`src/rtl/blob_locator.sv`:
```
`default_nettype none
// ============================================================================
// Module      : blob_locator
// Description : Per-frame foreground locator. Collects the coordinates of
//               flagged pixels between vertical-sync rising edges and, at each
//               frame boundary, reports either the median stored sample
//               (MODE 0) or the bounding-box centre (MODE 1), together with
//               the hit count, found and overflow flags.
// Revision    : 1.0 - initial release
// ============================================================================
module blob_locator #(
    parameter int COORD_W = 16,
    parameter int DEPTH   = 16,
    parameter int MODE    = 0,
    parameter int CNT_W   = 20
) (
    input  logic               CLK,
    input  logic               RST_N,
    input  logic               VGA_VS,
    input  logic               BINARY_FLAG,
    input  logic [COORD_W-1:0] H_CNT,
    input  logic [COORD_W-1:0] V_CNT,
    output logic [COORD_W-1:0] POINT_H,
    output logic [COORD_W-1:0] POINT_V,
    output logic               POINT_FOUND,
    output logic               POINT_VALID,
    output logic [CNT_W-1:0]   HIT_CNT,
    output logic               OVERFLOW
);

    localparam int IDX_W = (DEPTH > 1) ? $clog2(DEPTH) : 1;
    localparam int SC_W  = IDX_W + 1;
    localparam logic [SC_W-1:0] c_depth_cnt = SC_W'(DEPTH);

    // Frame-boundary detection; vs_q resets high so a VS already high at
    // reset release is not mistaken for a rising edge.
    logic vs_q;
    logic w_edge;

    // Per-frame accumulators
    logic [SC_W-1:0]    cnt_q,   cnt_d;
    logic [CNT_W-1:0]   hits_q,  hits_d;
    logic               ovf_q,   ovf_d;
    logic [COORD_W-1:0] min_h_q, min_h_d, max_h_q, max_h_d;
    logic [COORD_W-1:0] min_v_q, min_v_d, max_v_q, max_v_d;

    // Sample storage (no reset: only entries written this frame are read)
    logic [2*COORD_W-1:0] mem_q [DEPTH];
    logic                 w_wr_en;
    logic [IDX_W-1:0]     w_wr_idx;

    // Result candidates computed from the frame just closing
    logic [COORD_W-1:0] w_res_h, w_res_v;

    // Registered outputs
    logic [COORD_W-1:0] point_h_q, point_v_q;
    logic               found_q, valid_q, ovf_out_q;
    logic [CNT_W-1:0]   hit_out_q;

    assign w_edge = VGA_VS & ~vs_q;

    // Accumulator next-state: restart on the edge first, so a pixel flagged
    // in the edge cycle lands in the fresh frame.
    always_comb begin
        cnt_d    = cnt_q;
        hits_d   = hits_q;
        ovf_d    = ovf_q;
        min_h_d  = min_h_q;
        max_h_d  = max_h_q;
        min_v_d  = min_v_q;
        max_v_d  = max_v_q;
        w_wr_en  = 1'b0;
        w_wr_idx = '0;
        if (w_edge) begin
            cnt_d   = '0;
            hits_d  = '0;
            ovf_d   = 1'b0;
            min_h_d = '1;
            max_h_d = '0;
            min_v_d = '1;
            max_v_d = '0;
        end
        if (BINARY_FLAG) begin
            if (cnt_d < c_depth_cnt) begin
                w_wr_en  = 1'b1;
                w_wr_idx = cnt_d[IDX_W-1:0];
                cnt_d    = cnt_d + SC_W'(1);
            end else begin
                ovf_d = 1'b1;
            end
            if (hits_d != '1) hits_d = hits_d + CNT_W'(1);
            if (H_CNT < min_h_d) min_h_d = H_CNT;
            if (H_CNT > max_h_d) max_h_d = H_CNT;
            if (V_CNT < min_v_d) min_v_d = V_CNT;
            if (V_CNT > max_v_d) max_v_d = V_CNT;
        end
    end

    // Accumulator and sync-delay registers
    always_ff @(posedge CLK) begin
        if (!RST_N) begin
            vs_q    <= 1'b1;
            cnt_q   <= '0;
            hits_q  <= '0;
            ovf_q   <= 1'b0;
            min_h_q <= '1;
            max_h_q <= '0;
            min_v_q <= '1;
            max_v_q <= '0;
        end else begin
            vs_q    <= VGA_VS;
            cnt_q   <= cnt_d;
            hits_q  <= hits_d;
            ovf_q   <= ovf_d;
            min_h_q <= min_h_d;
            max_h_q <= max_h_d;
            min_v_q <= min_v_d;
            max_v_q <= max_v_d;
        end
    end

    // Sample storage write port
    always_ff @(posedge CLK) begin
        if (w_wr_en) mem_q[w_wr_idx] <= {H_CNT, V_CNT};
    end

    generate
        if (MODE == 0) begin : g_median
            // n>>1 never exceeds DEPTH/2, so it always addresses a valid entry
            logic [2*COORD_W-1:0] w_mid;
            assign w_mid   = mem_q[cnt_q[IDX_W:1]];
            assign w_res_h = w_mid[2*COORD_W-1:COORD_W];
            assign w_res_v = w_mid[COORD_W-1:0];
        end else begin : g_centre
            // One extra bit keeps the carry of the sum before halving
            logic [COORD_W:0] w_sum_h, w_sum_v;
            assign w_sum_h = {1'b0, min_h_q} + {1'b0, max_h_q};
            assign w_sum_v = {1'b0, min_v_q} + {1'b0, max_v_q};
            assign w_res_h = COORD_W'(w_sum_h >> 1);
            assign w_res_v = COORD_W'(w_sum_v >> 1);
        end
    endgenerate

    // Result capture at each frame boundary; outputs hold in between
    always_ff @(posedge CLK) begin
        if (!RST_N) begin
            point_h_q <= '0;
            point_v_q <= '0;
            found_q   <= 1'b0;
            valid_q   <= 1'b0;
            hit_out_q <= '0;
            ovf_out_q <= 1'b0;
        end else begin
            valid_q <= w_edge;
            if (w_edge) begin
                if (hits_q != '0) begin
                    point_h_q <= w_res_h;
                    point_v_q <= w_res_v;
                    found_q   <= 1'b1;
                end else begin
                    point_h_q <= '0;
                    point_v_q <= '0;
                    found_q   <= 1'b0;
                end
                hit_out_q <= hits_q;
                ovf_out_q <= ovf_q;
            end
        end
    end

    assign POINT_H     = point_h_q;
    assign POINT_V     = point_v_q;
    assign POINT_FOUND = found_q;
    assign POINT_VALID = valid_q;
    assign HIT_CNT     = hit_out_q;
    assign OVERFLOW    = ovf_out_q;

endmodule
`default_nettype wire

```
`config.mk`:
```
export PLATFORM = sky130hd
export DESIGN_NAME = blob_locator
export DESIGN_NICKNAME = d
export VERILOG_FILES = /design/src/rtl/blob_locator.sv
export SDC_FILE = /design/constraint.sdc
export NUM_CORES = 1
export LEC_CHECK = 0
export ABC_CLOCK_PERIOD_IN_PS = 5280
export CORE_AREA = 4 4 252 316
export CTS_CLUSTER_SIZE = 28
export DETAILED_ROUTE_END_ITERATION = 16
export DIE_AREA = 0 0 256 320
export HOLD_SLACK_MARGIN = 0.1
export SETUP_SLACK_MARGIN = 0.05
export SYNTH_ARGS = -nofsm -noshare
export SYNTH_HDL_FRONTEND = slang
export SYNTH_SLANG_ARGS = --single-unit
```
`constraint.sdc`:
```
create_clock -name CLK -period 5.28 [get_ports CLK]
set_input_delay 0.792 -clock CLK [delete_from_list [all_inputs] [get_ports CLK]]
set_output_delay 0.792 -clock CLK [all_outputs]
set_load 0.01 [all_outputs]
```
==> flow_summary.json, run 1 <==
{
  "outcome": "finished, final reports clean",
  "die-area_um2": 81900,
  "grt_pass1_wl_um": 77400,
  "synth.area.top_cells": "edfxtp_1 (67%), mux4_2 (9.5%), dfxtp_1 (7.2%), mux2i_1 (4.4%), a211oi_1 (2.1%)",
  "hold_viol_final": 0,
  "synthArstFlopShare": 0,
  "finalCritPeriodShare": 0.643,
  "drive_above_1_share": 0.187,
  "final_core_util": 0.351,
  "setup_viol": 0,
  "post-route-min-period_ns": 3.39,
  "max_freq_ghz": 0.295,
  "critPathKind": "input pin to flop",
  "drtPass1Iterations": 5,
  "portBuffers": 90,
  "synthXorXnorAreaFrac": 0.000769,
  "crit_fanout": 49,
  "ctsHtreeMaxLevel": 2,
  "vias": 11600,
  "drt_iter0_markers": 815,
  "cts_tree": "done",
  "cts_sinks": 594,
  "ys_warn_count": 0,
  "clkTransAtPathRegs_ns": 0.06,
  "rsz0062_at_grt": "no",
  "grt_overflow": 0,
  "yosysTopAreaCellShare": 0.675,
  "gp_congestion": 0.744,
  "postSynthCellCount": 1231,
  "total_power_mw": 9.72,
  "clock_skew_ns": 0.0206,
  "grt_pass1_vias": 12200,
  "initial_core_util": 0.297,
  "synth_ff_type": "edfxtp_1",
  "synth.distinct_cells": 58,
  "peakVddDrop_mv": 0.224,
  "clockBufferDepth": 3,
  "synthesis.nets": 1270,
  "synth_edf_count": 512,
  "post_cts_buffers": 0,
  "synth_top_family_by_area": "multiplexers",
  "end_kind": "flop",
  "die_w_um": 256,
  "yosys.area_share.simple": 0.0377,
  "synthMuxAreaShare": 0.138,
  "viasPerCell": 4.92,
  "root_buffer": "clkbuf_16",
  "insertion_delay_ns": 0.62,
  "avgRoutedWirePerCell_um": 21.6,
  "nets": 1370,
  "cp.arrival_ns": 3.69,
  "power_density_nw_per_um2": 361,
  "slew_headroom": 0.324,
  "hold_class": "flop to flop",
  "synth_seq_area_share": 0.747,
  "cts_hold_buf": 0,
  "max_slew.worst_pin.slew_ns": 1.01,
  "diodes": 0,
  "worst_ep_required_time_ns": 5.58,
  "drc": 0,
  "die_y_um": 320,
  "synth_compound_area_frac": 0.0581,
  "synth_top_area_cell": "edfxtp_1",
  "p_leak_nw": 8.24,
  "syn_avg_cell_area_um2": 18.5,
  "maxSlewViolCount": 0,
  "area_delta_synth_final_pct": 18.1,
  "row_count": 114,
  "grt_max_degree": 109,
  "startpoint_type": "input pin",
  "drv_cap": 0,
  "numCtsBuffers": 55,
  "grt_use_total": 0.122,
  "antenna_left": 0,
  "cts_resized": 0,
  "mappedNetlistArea_um2": 22800,
  "io_pins": 91,
  "fp.coreArea_um2": 76700,
  "place_hpwl_um": 30100,
  "synthAdderAreaFrac": 0.00165,
  "nFillCells": 7092,
  "drt_wl_total_um": 51000,
  "antenna_found_initial": 1,
  "synth-seq-cells": 594,
  "tns_ns": 0
}
-- path summary, 6_finish.rpt --
check             start      endpoint  slack [ns]  cells after the start
max              VGA_VS   mem_q[1][8]        1.89                      7
min          POINT_H[6]    POINT_H[6]        0.45                      1
max reg2reg    cnt_q[4]  mem_q[4][19]        2.02                      4
min reg2reg  POINT_H[6]    POINT_H[6]        0.45                      1
-- power by group --
part           internal, mW  switching (mW)
registers              5.14          0.0262
logic                 0.102           0.186
clock network          2.51            1.76
total                  7.75            1.97
-- layer usage --
metal  vias to the layer above  GRT usage  wire length (um)
met3                        75     0.0203              2470
met4                         2     0.0378              1280
li1                       5213          -                 -
met5                         -          0                13
met1                      6042      0.161             21700
met2                       303      0.209             25600
-- cells in the mapped netlist, types with 20 or more instances --
master	number
a21oi_1	39
edfxtp_1	512
clkbuf_1	41
o22ai_1	32
buf_2	25
nand2_1	67
a21o_1	32
nor2_1	20
mux4_2	96
a211oi_1	64
mux2i_1	99
dfxtp_1	82
-- final cells by class --
type / instances / area, um^2 / share of cell area
sequential: 594 / 17000 / 0.633
timing repair buffer: 121 / 1150 / 0.0426
inverter: 3 / 11.3 / 0.000419
clock buffer: 57 / 1380 / 0.0514
multi-input combinational: 556 / 5520 / 0.205
clock inverter: 47 / 569 / 0.0212
tap: 986 / 1230 / 0.0459
-- critical path, cell delays in order --
cell and delay (ns):
clkdlybuf4s50_1 0.53, nand2b_4 0.32, nand2_1 0.22, ha_1 0.43, nand2_1 0.33, nor2_4 0.69, buf_4 0.36
-- registers in the layout, indices dropped and copies added (netlist names), 5 cells and up --
register and flops:
cnt_q 5, POINT_V 16, HIT_CNT 20, hits_q 20, mem_q 512, POINT_H 16
-- cells by family after synthesis --
group           Yosys count
fa+ha+maj                 3
xor+xnor                  2
simple gates            162
compound gates          194
mux                     195
flops                   594
buf+inv                  81
-- through the flow --
step | std cells | cell area [um^2] | hold slack [ns] | setup slack (ns)
2_1_floorplan | 1231 | 22800 | 0.432 | 0.392
5_1_grt | 2364 | 26900 | 0.481 | 1.73
3_3_place_gp | 2260 | 24900 | 0.438 | 1.32
3_5_place_dp | 2260 | 24900 | 0.440 | 1.26
6_report | 2364 | 26900 | 0.453 | 1.89
4_1_cts | 2364 | 26900 | 0.455 | 1.91
-- placed cells by master (no fill, tap or decap), types with 38 or more instances in the layout --
cell / count
clkdlybuf4s50_1: 90
nand2_1: 67
a21oi_1: 38
mux2i_1: 99
clkbuf_16: 55
edfxtp_1: 512
mux4_2: 96
dfxtp_1: 78
a211oi_1: 64
No activity file was read; power rests on OpenSTA's default activity.
==> run 2, diff against run 1 <==
- ABC_CLOCK_PERIOD_IN_PS: 5280 -> 3400
- clock period: 5.28 -> 3.4 ns (I/O delays scaled with it)
==> flow_summary.json, run 2 (synthesized netlist as in run 1, its figures left out) <==
{
  "grtUsageMet2": 0.218,
  "largest_reg_flops": 512,
  "grt_util_met1": 0.153,
  "post_cts_buffers": 0,
  "top_register": "mem_q",
  "hold_viol_final": 0,
  "drt_wl_total_um": 51100,
  "die_w_um": 256,
  "grt_use_total": 0.123,
  "cp.arrival_ns": 3.13,
  "use_met3": 0.0280,
  "io_pins": 91,
  "setup_viol": 0,
  "peakVddDrop_mv": 0.396,
  "top_usage_layer": "met2",
  "worst_ep_required_time_ns": 3.90,
  "insertion_delay_ns": 0.61,
  "slew_headroom": 0.478,
  "dp_slack_ns": 0.383,
  "total_power_mw": 14.8,
  "gp_congestion": 0.786,
  "finalCritPeriodShare": 0.772,
  "drv_cap": 0,
  "place_hpwl_um": 29600,
  "fp.coreArea_um2": 76700,
  "hold_path_depth": 1,
  "final_cell_mix": "edfxtp_1 (512), mux2i_1 (99), mux4_2 (96)",
  "clkTransAtPathRegs_ns": 0.07,
  "avgRoutedWirePerCell_um": 21.4,
  "die-area_um2": 81900,
  "p_leak_nw": 8.36,
  "post-route-min-period_ns": 2.63,
  "grt_max_degree": 64,
  "max_slew.worst_pin.slew_ns": 0.783,
  "die_y_um": 320,
  "grt_pass1_wl_um": 77900,
  "cts_resized": 0,
  "rsz0062_at_grt": "no",
  "crit_fanout": 35,
  "initial_core_util": 0.297,
  "nets": 1386,
  "numCtsBuffers": 56,
  "antenna_left": 0,
  "cts_tree": "done",
  "area_delta_synth_final_pct": 19.6,
  "drive_above_1_share": 0.194,
  "path_cells": "buf_12, mux4_2, a211oi_1, a211oi_1, a21o_1",
  "ctsHtreeMaxLevel": 2,
  "hold_class": "flop to flop",
  "max_stage_delay_ns": 0.86,
  "cts_hold_buf": 0,
  "cpMostUsedCell": "a211oi_1",
  "cts_sinks": 594,
  "antenna_found_initial": 5,
  "portBuffers": 90,
  "crit_slowest_cell": "dfxtp_4",
  "outcome": "finished, final reports clean",
  "row_count": 114,
  "fin_ws_ns": 0.774,
  "critPathKind": "flop to flop",
  "layout_commonest_cell": "edfxtp_1",
  "drtPass1Iterations": 5,
  "viasPerCell": 4.95,
  "end_kind": "flop",
  "grt_overflow": 0,
  "root_buffer": "clkbuf_16",
  "clockBufferDepth": 3,
  "vias": 11800,
  "drt_iter0_markers": 792,
  "maxSlewViolCount": 0,
  "grt_pass1_vias": 12300,
  "power_density_nw_per_um2": 544,
  "reg2regPathDepth": 5,
  "max_freq_ghz": 0.381,
  "drc": 0,
  "startpoint_type": "flop",
  "clock_skew_ns": 0.0281
}
==> run 2: changes by cell type in the layout (fill, tap and decap cells not counted), moves of 2 or more <==
cell        change
clkinv_2        -6
diode_2         +2
clkbuf_1       +13
clkinv_1        -8
buf_12         +20
buf_4           -5
clkinvlp_4      +2
clkinv_4        -3
clkbuf_16       +2
nor3b_4         +2
clkbuf_8        +9
bufinv_16       -8
inv_16          +2
nor3b_2         -2
==> run 2: final timing paths <==
check / start / slack (ns) / to
setup / recovery: cnt_q[2] / 0.77 / POINT_H[2]
hold reg to reg: POINT_H[6] / 0.45 / POINT_H[6]
setup reg to reg: cnt_q[2] / 0.77 / POINT_H[2]
hold / removal: POINT_H[6] / 0.45 / POINT_H[6]
==> run 2: per-layer routing <==
layer | vias to the layer above | wire length [um]
li1 | 5251 | -
met1 | 6200 | 21100
met5 | - | 41
met4 | 6 | 975
met3 | 66 | 2680
met2 | 265 | 26400
==> run 2: layout make-up <==
cell class / instances / area, um^2
clock buffer: 81 / 1610
clock inverter: 25 / 295
timing repair buffer: 136 / 1510
tap: 986 / 1230
sequential: 594 / 17000
fill: 7038 / 49500
inverter: 3 / 11.3
antenna: 2 / 5.00
multi-input combinational: 556 / 5540
==> run 2: power by group <==
| part | total [mW] | leakage [nW] | switching, mW | internal (mW) |
|---|---|---|---|---|
| clock | 6.35 | 0.914 | 2.72 | 3.63 |
| combinational | 0.461 | 2.16 | 0.290 | 0.172 |
| sequential | 8.01 | 5.29 | 0.0334 | 7.98 |
| total | 14.8 | 8.36 | 3.04 | 11.8 |
==> run 2: stage by stage <==
| stage | utilization | std cells | hold slack [ns] | instance area [um^2] | TNS (ns) |
|---|---|---|---|---|---|
| floorplan | - | 1231 | 0.432 | 22800 | -87.51 |
| global placement | 0.330 | 2275 | 0.434 | 25300 | 0 |
| detailed placement | 0.330 | 2275 | 0.438 | 25300 | 0 |
| CTS | 0.355 | 2381 | 0.453 | 27200 | 0 |
| global route | 0.355 | 2381 | 0.468 | 27200 | 0 |
| finish | 0.355 | 2383 | 0.448 | 27200 | 0 |
==> run 2: worst max-delay path, delay by kind of cell, from the launching register on <==
kind                   cells  cell delay, ns
buffers and inverters      1            0.34
flip-flops                 1            0.86
AO/OA/AOI/OAI              3            0.71
multiplexers               1            0.56
==> run 3, diff against run 2 <==
- ABC_CLOCK_PERIOD_IN_PS: 3400 -> 2750
- clock period: 3.4 -> 2.75 ns (I/O delays scaled with it)
==> flow_summary.json, run 3 (synthesized netlist as in run 1, its figures left out) <==
{
  "outcome": "finished, final reports clean",
  "cts_sinks": 594,
  "numCtsBuffers": 53,
  "peakVddDrop_mv": 0.516,
  "total_power_mw": 18.2,
  "rsz0062_at_grt": "no",
  "cts_resized": 0,
  "r2r-start": "cnt_q[2]",
  "vias": 11800,
  "clkTransAtPathRegs_ns": 0.06,
  "clockBufferDepth": 3,
  "hold_end": "POINT_H[11]",
  "power_density_nw_per_um2": 657,
  "crit_fanout": 24,
  "grt_pass1_vias": 12400,
  "max_slew.worst_pin.slew_ns": 1.19,
  "cts_tree": "done",
  "viasPerCell": 4.88,
  "maxSlewViolCount": 0,
  "post-route-min-period_ns": 2.38,
  "ctsHtreeMaxLevel": 2,
  "antenna_found_initial": 1,
  "final_cell_mix": "edfxtp_1 (512), mux2i_1 (99), mux4_2 (96)",
  "nets": 1427,
  "end_kind": "flop",
  "max_stage_delay_ns": 0.66,
  "clock_skew_ns": 0.0233,
  "place_hpwl_um": 32500,
  "crit_buf_inv": 1,
  "cpMostUsedCell": "a211oi_1",
  "gp_congestion": 0.805,
  "path_delay_family": "compound AO/OA/AOI/OAI gates",
  "drt_wl_total_um": 51700,
  "largest_reg_flops": 512,
  "tns_ns": 0,
  "root_buffer": "clkbuf_16",
  "nFillCells": 7081,
  "grt_max_degree": 42,
  "insertion_delay_ns": 0.63,
  "drt_iter0_markers": 806,
  "drtPass1Iterations": 4,
  "cp.arrival_ns": 2.91,
  "avgRoutedWirePerCell_um": 21.4,
  "portBuffers": 90,
  "whs_ns": 0.448,
  "worstHoldStart": "POINT_H[11]",
  "diodes": 0,
  "area_delta_synth_final_pct": 21.4,
  "startpoint_type": "flop",
  "crit_slowest_cell": "dfxtp_4",
  "critPathKind": "flop to flop",
  "grt_pass1_wl_um": 78700,
  "drv_cap": 0,
  "final_core_util": 0.360,
  "die_w_um": 256,
  "post_cts_buffers": 0,
  "layout_commonest_cell": "edfxtp_1",
  "finalCritPeriodShare": 0.865,
  "drc": 0,
  "placed_cells": 2319,
  "reg2regPathDepth": 5,
  "hold_class": "flop to flop",
  "drive_above_1_share": 0.216,
  "antenna_left": 0,
  "row_count": 114,
  "initial_core_util": 0.297,
  "die-area_um2": 81900,
  "max_freq_ghz": 0.420,
  "hold_viol_final": 0,
  "hold_path_depth": 1,
  "r2r_slack_ns": 0.37,
  "top_register": "mem_q",
  "path_cells": "buf_4, mux4_2, a211oi_1, a211oi_1, a21o_1",
  "die_y_um": 320,
  "grt_overflow": 0,
  "grt_use_total": 0.124,
  "slew_headroom": 0.203,
  "setup_viol": 0,
  "layout.cells.non_filler": 2419,
  "io_pins": 91,
  "worst_ep_required_time_ns": 3.28,
  "cts_hold_buf": 0,
  "p_leak_nw": 8.59,
  "fp.coreArea_um2": 76700,
  "r2r_end": "POINT_H[1]"
}
-- run 3: changes by cell type in the layout (fill, tap and decap cells not counted), sizes merged --
| cell | previous run | this run |
|---|---|---|
| clkinvlp | 6 | 2 |
| clkinv | 8 | 10 |
| inv | 10 | 5 |
| diode | 2 | 0 |
| buf | 46 | 90 |
| bufinv | 4 | 5 |
-- run 3: how the worst max path moves through the flow --
stage / start / to / slack, ns / cells past startpoint
after detailed placement: VGA_VS / mem_q[12][6] / -0.04 / 8
after global routing: cnt_q[2] / POINT_V[12] / 0.18 / 6
after CTS: cnt_q[2] / POINT_V[10] / 0.33 / 6
after floorplan: VGA_VS / mem_q[5][0] / 0.02 / 7
after global placement: VGA_VS / mem_q[12][6] / -0.02 / 8
final: cnt_q[2] / POINT_H[1] / 0.37 / 5
-- run 3: per-layer routing --
| metal | track usage | part of all wire | up-vias |
|---|---|---|---|
| met5 | 0 | 0 | - |
| met4 | 0.0356 | 0.022 | 0 |
| met3 | 0.0231 | 0.042 | 68 |
| met2 | 0.224 | 0.52 | 213 |
| met1 | 0.153 | 0.41 | 6201 |
| li1 | - | - | 5325 |
-- run 3: layout make-up --
cell class,count,area [um^2],share of cell area
clock inverters,19,255,0.00923
multi-input cells,556,5590,0.202
inverters,3,11.3,0.000407
flip-flops and latches,594,17000,0.616
well taps,986,1230,0.0446
clock buffers,81,1550,0.0562
repair buffers,180,1980,0.0715
-- run 3: through the flow --
step,area [um^2],setup WS [ns]
2_1_floorplan,22900,0.0216
3_3_place_gp,25800,-0.0151
3_5_place_dp,25800,-0.0358
4_1_cts,27700,0.332
5_1_grt,27700,0.183
6_report,27700,0.371
-- run 3: where the power goes --
part	total, mW	internal (mW)	switching (mW)
Clock	7.66	4.39	3.26
Combinational	0.627	0.235	0.391
Sequential	9.90	9.86	0.0346
Total	18.2	14.5	3.69
==> variant, RTL diff (settings of run 1) <==
Put one more register stage on the output `OVERFLOW`, without a reset. The value now appears one clock later. The other outputs are not delayed to match.
--- a/src/rtl/blob_locator.sv
+++ b/src/rtl/blob_locator.sv
@@ -175,3 +175,5 @@
     assign HIT_CNT     = hit_out_q;
-    assign OVERFLOW    = ovf_out_q;
+    always_ff @(posedge CLK) begin
+        OVERFLOW <= ovf_out_q;
+    end
 
Behaviour: same outputs for any inputs over 4 cycles, from zero or initial values and one cycle with RST_N low; that may be too few to reach the edited logic, so the function may still have changed.
==> variant against run 1 <==
Clock power is 5.6% lower. Cell area shrank 0.26%. Critical endpoint is now mem_q[1][19]. Routed wire length decreased by 0.47%. Power down 2.4%. Sequential cell count is 1 higher. Maximum frequency shrank 0.74%. Non-clock buffer count is 1 higher. Worst setup slack lost 0.025 ns. Sequential share of layout area up 0.24 points. Synthesized area barely moved. Clock skew is 0.0070 ns lower.
==> variant: results (changes against run 1) <==
Largest net degree at the start of global routing: 75 (was 109)
Post-route clock period utilization: 64.7% (was 64.3%)
Vias in the first global route: 12208 (was 12184)
Post-synthesis adder-cell area fraction: 0.165% (about the same)
Switching pwr: 1.91 mW (was 1.97 mW)
Top sig layer: met4 (was met5)
Initial antenna violation count: 1 (unchanged)
Post-Synth XOR/XNOR Area: 0.0768% (was 0.0769%)
Routing usage on met1: 15.5% (was 16.1%)
WHS Endpoint: OVERFLOW (was POINT_H[6])
Commonest cells in the netlist: 512 x edfxtp_1, 99 x mux2i_1, 96 x mux4_2, 83 x dfxtp_1, 67 x nand2_1 (was 512 x edfxtp_1, 99 x mux2i_1, 96 x mux4_2, 82 x dfxtp_1, 67 x nand2_1)
GR Util All Layers: 12.2% (about the same)
Fillcell total: 7135 (was 7092)
RR Startpoint: cnt_q[4] (unchanged)
Clock buffer depth: 3 (unchanged)
Final Skew: 0.0136 ns (was 0.0206 ns)
R2R setup slack: 2.07 ns (was 2.02 ns)
Worst reg2reg endpoint: mem_q[4][6] (was mem_q[4][19])
DRC marker count from the first detailed-route iteration: 768 (was 815)
DP Cell Count: 2262 (was 2260)
Peak VDD IR: 213 uV (was 224 uV)
Share of layout cells above drive strength 1: 18.2% (was 18.7%)
Slew @ Worst Pin: 1.16 ns (was 1.01 ns)
First-pass iteration count of the detailed router: 4 (was 5)
NumNets Final: 1372 (was 1370)
First-pass GRT wire length: 77400 um (about the same)
Clk_lat worst skew: 0.60 ns (was 0.62 ns)
Met3 GRT Util: 2.39% (was 2.03%)
Compound-Gate Fraction of Synth Area: 5.81% (about the same)
Global Route met2 Usage: 21.3% (was 20.9%)
Status: finished clean (unchanged)
Syn avg cell area: 18.5 um2 (about the same)
Wire per inst: 21.5 um (was 21.6 um)
Post-Route M1 WL: 20700 um (was 21700 um)
Leak: 8.20 nW (was 8.24 nW)
Crit path to: mem_q[1][19] (was mem_q[1][8])
Net count after synthesis: 1271 (was 1270)
RD Place Congestion: 0.781 (was 0.744)
Hpwl dp: 30400 um (was 30100 um)
Setup WS pre-CTS: 1.22 ns (was 1.26 ns)
Top cells by area, synth: edfxtp_1 67%, mux4_2 9.5%, dfxtp_1 7.3% (was edfxtp_1 67%, mux4_2 9.5%, dfxtp_1 7.2%)
Hold path cells: 0 (was 1)
Hold path start: ovf_out_q (was POINT_H[6])
Reg2Reg Depth: 5 (was 4)
Multiplexer area fraction after synthesis: 13.8% (about the same)
Post-synthesis sequential area ratio: 74.7% (about the same)
Met2 wire length: 26100 um (was 25600 um)
Vias per Instance: 4.94 (was 4.92)
Met3 wire length: 2720 um (was 2470 um)
Post-Route WL: 50800 um (was 51000 um)
variant: cell types whose count changed after synthesis:
cell / run 1 / this run
dfxtp_1: 82 / 83
variant: per-stage QoR:
stage,hold slack [ns],cell area [um2]
5_1_grt,0.391,26800
2_1_floorplan,0.331,22800
6_report,0.384,26800
4_1_cts,0.383,26800
3_5_place_dp,0.375,25000
3_3_place_gp,0.375,25000
variant: layout make-up:
cell class | instances | area [um2] | area share [%]
flip-flops and latches | 595 | 17100 | 63.6
multi-input cells | 556 | 5520 | 20.6
clock buffers | 71 | 1520 | 5.67
well taps | 986 | 1230 | 4.60
inverters | 3 | 11.3 | 0.0420
clock inverters | 32 | 322 | 1.20
repair buffers | 122 | 1170 | 4.35
diodes | 1 | 2.50 | 0.00933
variant: power groups by stage:
stage                     Sequential (mW)  Combinational (mW)  Clock [mW]
after floorplan                      5.26               0.138           0
after global placement               5.27               0.283           0
after detailed placement             5.27               0.292           0
after CTS                            5.17               0.293        4.13
after global routing                 5.17               0.313        4.33
final                                5.17               0.287        4.03
